<file path="src/rtl/image_frame_loader_pkg.sv">
// image_frame_loader_pkg
//   Shared types and constants for the image frame loader.
//   - state_t      : loader FSM encoding (IDLE, LOAD, KICK, RUN)
//   - IMG_W        : image edge length in pixels (square image)
//   - IMG_BITS     : number of 1-bit pixels in a frame
//   - IDX_W        : width of the raster pixel index
//   - NO_RESULT    : result_num value before any classification
//   - TIMEOUT_CODE : result_num value after the TPU failed to finish
package image_frame_loader_pkg;

  typedef enum logic [1:0] {
    ST_IDLE = 2'd0,
    ST_LOAD = 2'd1,
    ST_KICK = 2'd2,
    ST_RUN  = 2'd3
  } state_t;

  localparam int IMG_W    = 32;
  localparam int IMG_BITS = IMG_W * IMG_W;
  localparam int IDX_W    = $clog2(IMG_BITS);

  localparam logic [3:0] NO_RESULT    = 4'hF;
  localparam logic [3:0] TIMEOUT_CODE = 4'hE;

endpackage

</file>
<file path="src/rtl/image_frame_loader_pixel_threshold.sv">
// pixel_threshold
//   Binarises one grayscale pixel.
//   Ports:
//     pix_data : 8-bit grayscale pixel
//     pix_bit  : 1 when pix_data >= THRESH, else 0
module pixel_threshold #(
  parameter logic [7:0] THRESH = 8'd128
) (
  input  logic [7:0] pix_data,
  output logic       pix_bit
);

  assign pix_bit = (pix_data >= THRESH);

endmodule

</file>
<file path="src/rtl/image_frame_loader.sv">
// image_frame_loader
//   Captures a 32x32 grayscale raster stream as a 1-bit image, freezes the
//   completed frame onto tpu_image, kicks the TPU controller (reset pulse,
//   then enable), waits for done or a timeout and latches the result.
//   Ports:
//     clk, iRst          : clock, synchronous active-high reset
//     pix_valid/pix_data : pixel stream in, pix_sof marks pixel (0,0)
//     pix_ready          : loader accepts a pixel this cycle
//     tpu_image          : frozen frame, bit index = row*32+col
//     tpu_ena, tpu_rst_n : TPU controller enable / active-low reset
//     tpu_done, tpu_num, tpu_overflow : TPU controller result
//     result_num, result_overflow     : latched result (F = none, E = timeout)
//     result_valid       : one-cycle pulse when result_* updates
//     timeout_err        : sticky timeout flag, cleared by next accepted SOF
//     busy               : high while the TPU is being kicked or running
//
//   Pixel handshake: a pixel transfers on a rising edge where pix_valid and
//   pix_ready are both 1. pix_ready depends on the FSM state only (never on
//   pix_valid); the source must hold the pixel while pix_ready is 0.
module image_frame_loader
  import image_frame_loader_pkg::*;
#(
  parameter logic [7:0]  THRESH     = 8'd128,
  parameter int          RST_CYCLES = 2,
  parameter logic [19:0] TIMEOUT    = 20'd1000000
) (
  input  logic                clk,
  input  logic                iRst,
  input  logic                pix_valid,
  input  logic [7:0]          pix_data,
  input  logic                pix_sof,
  output logic                pix_ready,
  output logic [IMG_BITS-1:0] tpu_image,
  output logic                tpu_ena,
  output logic                tpu_rst_n,
  input  logic                tpu_done,
  input  logic [3:0]          tpu_num,
  input  logic                tpu_overflow,
  output logic [3:0]          result_num,
  output logic                result_overflow,
  output logic                result_valid,
  output logic                timeout_err,
  output logic                busy
);

  localparam int KICK_W = $clog2(RST_CYCLES + 1);
  localparam int CNT_W  = (TIMEOUT > 20'd1) ? $clog2(TIMEOUT) : 1;

  state_t              state, state_next;
  logic [IDX_W-1:0]    idx;
  logic [IMG_BITS-1:0] cap_buf, buf_next;
  logic [KICK_W-1:0]   kick_cnt;
  logic [CNT_W-1:0]    run_cnt;
  logic                pix_bit;
  logic                accept, sof_accept;
  logic                frame_done, done_hit, timeout_hit;

  pixel_threshold #(.THRESH(THRESH)) u_thresh (
    .pix_data (pix_data),
    .pix_bit  (pix_bit)
  );

  assign pix_ready  = (state == ST_IDLE) || (state == ST_LOAD);
  assign accept     = pix_valid & pix_ready;
  assign sof_accept = accept & pix_sof;
  assign busy       = (state == ST_KICK) || (state == ST_RUN);
  assign tpu_ena    = busy;
  assign tpu_rst_n  = (state != ST_KICK);

  always_comb begin
    state_next  = state;
    buf_next    = cap_buf;
    frame_done  = 1'b0;
    done_hit    = 1'b0;
    timeout_hit = 1'b0;
    case (state)
      ST_IDLE: begin
        // Pixels without SOF are dropped until a frame start shows up.
        if (sof_accept) begin
          buf_next[0] = pix_bit;
          state_next  = ST_LOAD;
        end
      end
      ST_LOAD: begin
        if (accept) begin
          if (pix_sof) begin
            // Restart: remaining bits keep stale data until rewritten.
            buf_next[0] = pix_bit;
          end else begin
            buf_next[idx] = pix_bit;
            if (idx == IDX_W'(IMG_BITS - 1)) begin
              frame_done = 1'b1;
              state_next = ST_KICK;
            end
          end
        end
      end
      ST_KICK: begin
        if (kick_cnt == KICK_W'(RST_CYCLES - 1)) state_next = ST_RUN;
      end
      ST_RUN: begin
        // Done in the first RUN cycle may be left over from a previous run.
        if (tpu_done && (run_cnt != '0)) begin
          done_hit   = 1'b1;
          state_next = ST_IDLE;
        end else if (run_cnt == CNT_W'(TIMEOUT - 20'd1)) begin
          timeout_hit = 1'b1;
          state_next  = ST_IDLE;
        end
      end
      default: state_next = ST_IDLE;
    endcase
  end

  always_ff @(posedge clk) begin
    if (iRst) begin
      state           <= ST_IDLE;
      idx             <= '0;
      cap_buf         <= '0;
      tpu_image       <= '0;
      kick_cnt        <= '0;
      run_cnt         <= '0;
      result_num      <= NO_RESULT;
      result_overflow <= 1'b0;
      result_valid    <= 1'b0;
      timeout_err     <= 1'b0;
    end else begin
      state        <= state_next;
      cap_buf      <= buf_next;
      result_valid <= 1'b0;

      if (sof_accept) begin
        idx         <= IDX_W'(1);
        timeout_err <= 1'b0;
      end else if (accept && (state == ST_LOAD)) begin
        // Wraps from 1023 back to 0 on frame completion.
        idx <= idx + 1'b1;
      end

      // tpu_image only changes here, so it is stable through KICK and RUN.
      if (frame_done) tpu_image <= buf_next;

      kick_cnt <= (state == ST_KICK) ? kick_cnt + 1'b1 : '0;
      run_cnt  <= (state == ST_RUN)  ? run_cnt + 1'b1  : '0;

      if (done_hit) begin
        result_num      <= tpu_num;
        result_overflow <= tpu_overflow;
        result_valid    <= 1'b1;
      end else if (timeout_hit) begin
        result_num   <= TIMEOUT_CODE;
        timeout_err  <= 1'b1;
        result_valid <= 1'b1;
      end
    end
  end

endmodule

</file>
<file path="config.mk">
export PLATFORM = sky130hd
export DESIGN_NAME = image_frame_loader
export DESIGN_NICKNAME = d
export VERILOG_FILES = /design/src/rtl/image_frame_loader_pkg.sv /design/src/rtl/image_frame_loader_pixel_threshold.sv /design/src/rtl/image_frame_loader.sv
export SDC_FILE = /design/constraint.sdc
export NUM_CORES = 2
export LEC_CHECK = 0
export ABC_CLOCK_PERIOD_IN_PS = 7600
export CAP_MARGIN = 0
export CELL_PAD_IN_SITES_DETAIL_PLACEMENT = 1
export CELL_PAD_IN_SITES_GLOBAL_PLACEMENT = 2
export CORE_UTILIZATION = 36
export CTS_CLUSTER_DIAMETER = 40
export DETAILED_ROUTE_END_ITERATION = 7
export PLACE_DENSITY_LB_ADDON = 0.1
export SYNTH_ARGS = -nofsm -noshare
export SYNTH_HDL_FRONTEND = slang
export SYNTH_SLANG_ARGS = --single-unit
</file>
<file path="constraint.sdc">
create_clock -name clk -period 7.6 [get_ports clk]
set_clock_uncertainty 0.2 [all_clocks]
set_input_delay 1.52 -clock clk [delete_from_list [all_inputs] [get_ports clk]]
set_output_delay 1.52 -clock clk [all_outputs]
set_load 0.005 [all_outputs]
</file>
==> run_results.csv <==
group,metric,value,unit
outcome,status,"finished, violations left",
outcome,violations,"max-capacitance violations",
final_layout,nFillCells,23930,
timing,whs,228,ps
synthesis,async_flop_share,0,
pwr,peakVddDrop,0.000223,V
synthesis,yosysWarnings,0,
clocking,cts_resized,0,
pwr,p_leak,36.9,nW
die,start_util,0.363,
timing,max_clock_freq,200,MHz
timing,drv_slew,0,
clocking,postCtsSetupRepairBufs,0,
detailed_routing,post-route-drc-count,0,
synthesis,ys_ff_latch,2088,
detailed_routing,vias_per_cell,5.35,
clocking,clockBufferDepth,4,
global_route,grt_overflow,0,
die,io_pins,1053,
detailed_routing,avgRoutedWirePerCell,27.2,um
final_layout,synthToLayoutAreaGrowth,32.3,%
synthesis,synth_edf_count,0,
worst_setup_path,cp-end-kind,"output port",
die,num_rows,170,
die,die_y,468,um
worst_setup_path,crit_required,5880,ps
global_route,grt_usage,0.304,
global_route,grt_pass1_vias,67580,
place,portBuffers,1045,
place,gp_congestion,0.873,
timing,period_share,0.657,
synthesis,syn_nets,8815,
final_layout,utilization,0.481,
worst_setup_path,critPathMaxStageDelay,750,ps
timing,worstMarginPinSlew,1480,ps
synthesis,synth_area,0.0782,mm^2
worst_hold_path,hp-class,"flip-flop to flip-flop",
clocking,clk_pin_slew,50,ps
worst_setup_path,worstSetupPathType,"flip-flop to output port",
timing,fin_setup_tns,0,ps
clocking,numCtsBuffers,376,
job,max-cap-violations,1,
global_route,grt_first_pass_wirelength,486,mm
synthesis,syn_inst,8786,
final_layout,multiInputGateArea,0.0333,mm^2
timing,rsz0062_at_grt,"false",
worst_setup_path,crit_family,"buffers and inverters",
global_route,grt_max_degree,247,
detailed_routing,vias,67766,
clocking,clk_latency,940,ps
worst_setup_path,cp_max_fo,28,
detailed_routing,routed_wl,344,mm
worst_setup_path,path_cells,"inv_1 -> ha_4 -> inv_1 -> nand2_1 -> clkdlybuf4s50_1",
detailed_routing,drt_iter0_drc,4581,
timing,fin_crit,4990,ps
clocking,cts_sinks,2088,
worst_setup_path,cpMostUsedCell,"inv_1",
worst_setup_path,slowest_stage,"clkdlybuf4s50_1",
synthesis,synthFlopType,"dfxtp_1",
clocking,htreeDepth,5,
clocking,postCtsHoldBufs,0,
detailed_routing,ant_nets,0,
synthesis,yosysSeqAreaShare,0.534,
die,die_area,0.219,mm^2
place,dpl.hpwl,219,mm
worst_setup_path,path_buf_inv,3,
pwr,power.density,300,mW/mm^2
clocking,root_buffer,"clkbuf_16",
detailed_routing,first_pass_iters,5,
timing,hold_viol_final,0,
pwr,totalPowerFinal,31.1,mW
synthesis,synth_cell_types,60,
worst_setup_path,critPathArrivalTime,3270,ps
final_layout,regArea,0.0418,mm^2
die,core-area,0.215,mm^2
synthesis,avgSynthCellArea,8.90,um^2
final_layout,nets,9548,
timing,setup_violations,0,
global_route,grt_antenna_before_repair,21,
die,die_w,468,um
clocking,cts_tree,"yes",
final_layout,drive_gt1_frac,0.0884,
worst_setup_path,startpoint_type,"flip-flop",
timing,slew_headroom,0.00815,
-- flip-flops by register name, indices dropped and copies added, names as in the netlist --
| signal | cells |
|---|---|
| timeout_err | 1 |
| result_overflow | 1 |
| tpu_image | 1024 |
| state | 2 |
| kick_cnt | 2 |
| cap_buf | 1023 |
| idx | 10 |
| result_valid | 1 |
| result_num | 4 |
| run_cnt | 20 |
-- cells by family after synthesis --
logic type	after synthesis	synth area share
xor+xnor	24	0.00269
buf+inv	831	0.0470
flops	2088	0.534
compound gates	1458	0.129
mux	808	0.103
fa+ha+maj	11	0.00176
simple gates	3566	0.182
-- final cells by class --
type / instances / area share
Antenna cell: 11 / 0.000266
Clock buffer: 459 / 0.0990
Clock inverter: 214 / 0.0274
Inverter: 15 / 0.000544
Multi-Input combinational cell: 5867 / 0.322
Sequential cell: 2088 / 0.404
Tap cell: 2838 / 0.0343
Timing Repair Buffer: 1171 / 0.113
-- where the power goes --
group,leakage [nW],switching [mW],internal (mW)
Clock,6.32,6.02,11.4
Combinational,13.8,1.52,0.614
Sequential,16.8,0.183,11.3
-- path summary, 6_finish.rpt --
path	from	end	slack, ps	depth (start not counted)
worst max-delay path	state[1]	pix_ready	2610	5
worst min-delay path	kick_cnt[0]	kick_cnt[0]	230	1
worst min register to register	kick_cnt[0]	kick_cnt[0]	230	1
worst max register to register	idx[3]	tpu_image[377]	3330	5
-- layer usage --
metal / vias up / global-route usage / share of wire
li1: 31484 / - / -
met1: 33850 / 0.378 / 0.42
met2: 1850 / 0.489 / 0.46
met3: 582 / 0.0857 / 0.072
met4: 0 / 0.133 / 0.044
met5: - / 0 / 0
-- synthesized netlist by cell type, types with 5 or more instances --
cell,count,share of area
and3b_1,6,0.00067
nor2_1,2455,0.12
a21oi_1,185,0.012
a22oi_1,26,0.0025
nand3b_1,7,0.00067
buf_4,84,0.0081
clkbuf_1,528,0.025
nand3_1,47,0.0030
or3b_2,6,0.00067
nor3_2,9,0.0012
o31ai_1,13,0.0012
xnor2_1,10,0.0011
nand2_1,710,0.034
o21ai_0,173,0.011
nor2b_1,7,0.00056
dfxtp_1,2088,0.53
a311oi_1,11,0.0012
or3_1,8,0.00064
a211oi_1,1024,0.098
nor3_1,222,0.014
nor4_1,8,0.00064
mux2i_1,808,0.10
nor3b_1,5,0.00048
buf_1,10,0.00048
inv_1,15,0.00072
and3_1,8,0.00064
ha_1,11,0.0018
a21boi_0,11,0.0011
buf_2,194,0.012
xor2_1,14,0.0016
nand4_1,27,0.0022
nand2b_1,10,0.00080
-- placed cells by master, fill, tap and decap left out, drive strengths merged, types with 14 or more instances in the layout --
cell type      synthesis  final
clkdlybuf4s50          0   1043
a22oi                 26     26
a211oi              1024   1024
nand4                 27     27
nor3                 232    232
clkinvlp               0     37
xor2                  14     14
nand3                 48     48
nand2                711    711
bufinv                 0     53
nor2                2456   2456
dfxtp               2088   2088
buf                  288    128
clkinv                 0     80
o21ai                174    174
a21oi                185    185
inv                   15     59
clkbuf               528    459
mux2i                808    808
-- metrics by stage --
| step | setup slack, ps | cells | cell area, um^2 |
|---|---|---|---|
| 2_1_floorplan | 4110 | 8786 | 78200 |
| 3_3_place_gp | 2040 | 11979 | 90400 |
| 3_5_place_dp | 1910 | 11979 | 90400 |
| 4_1_cts | 2580 | 12652 | 103000 |
| 5_1_grt | 2540 | 12655 | 103000 |
| 6_report | 2610 | 12663 | 103000 |
(Power assumes the default switching activity.)
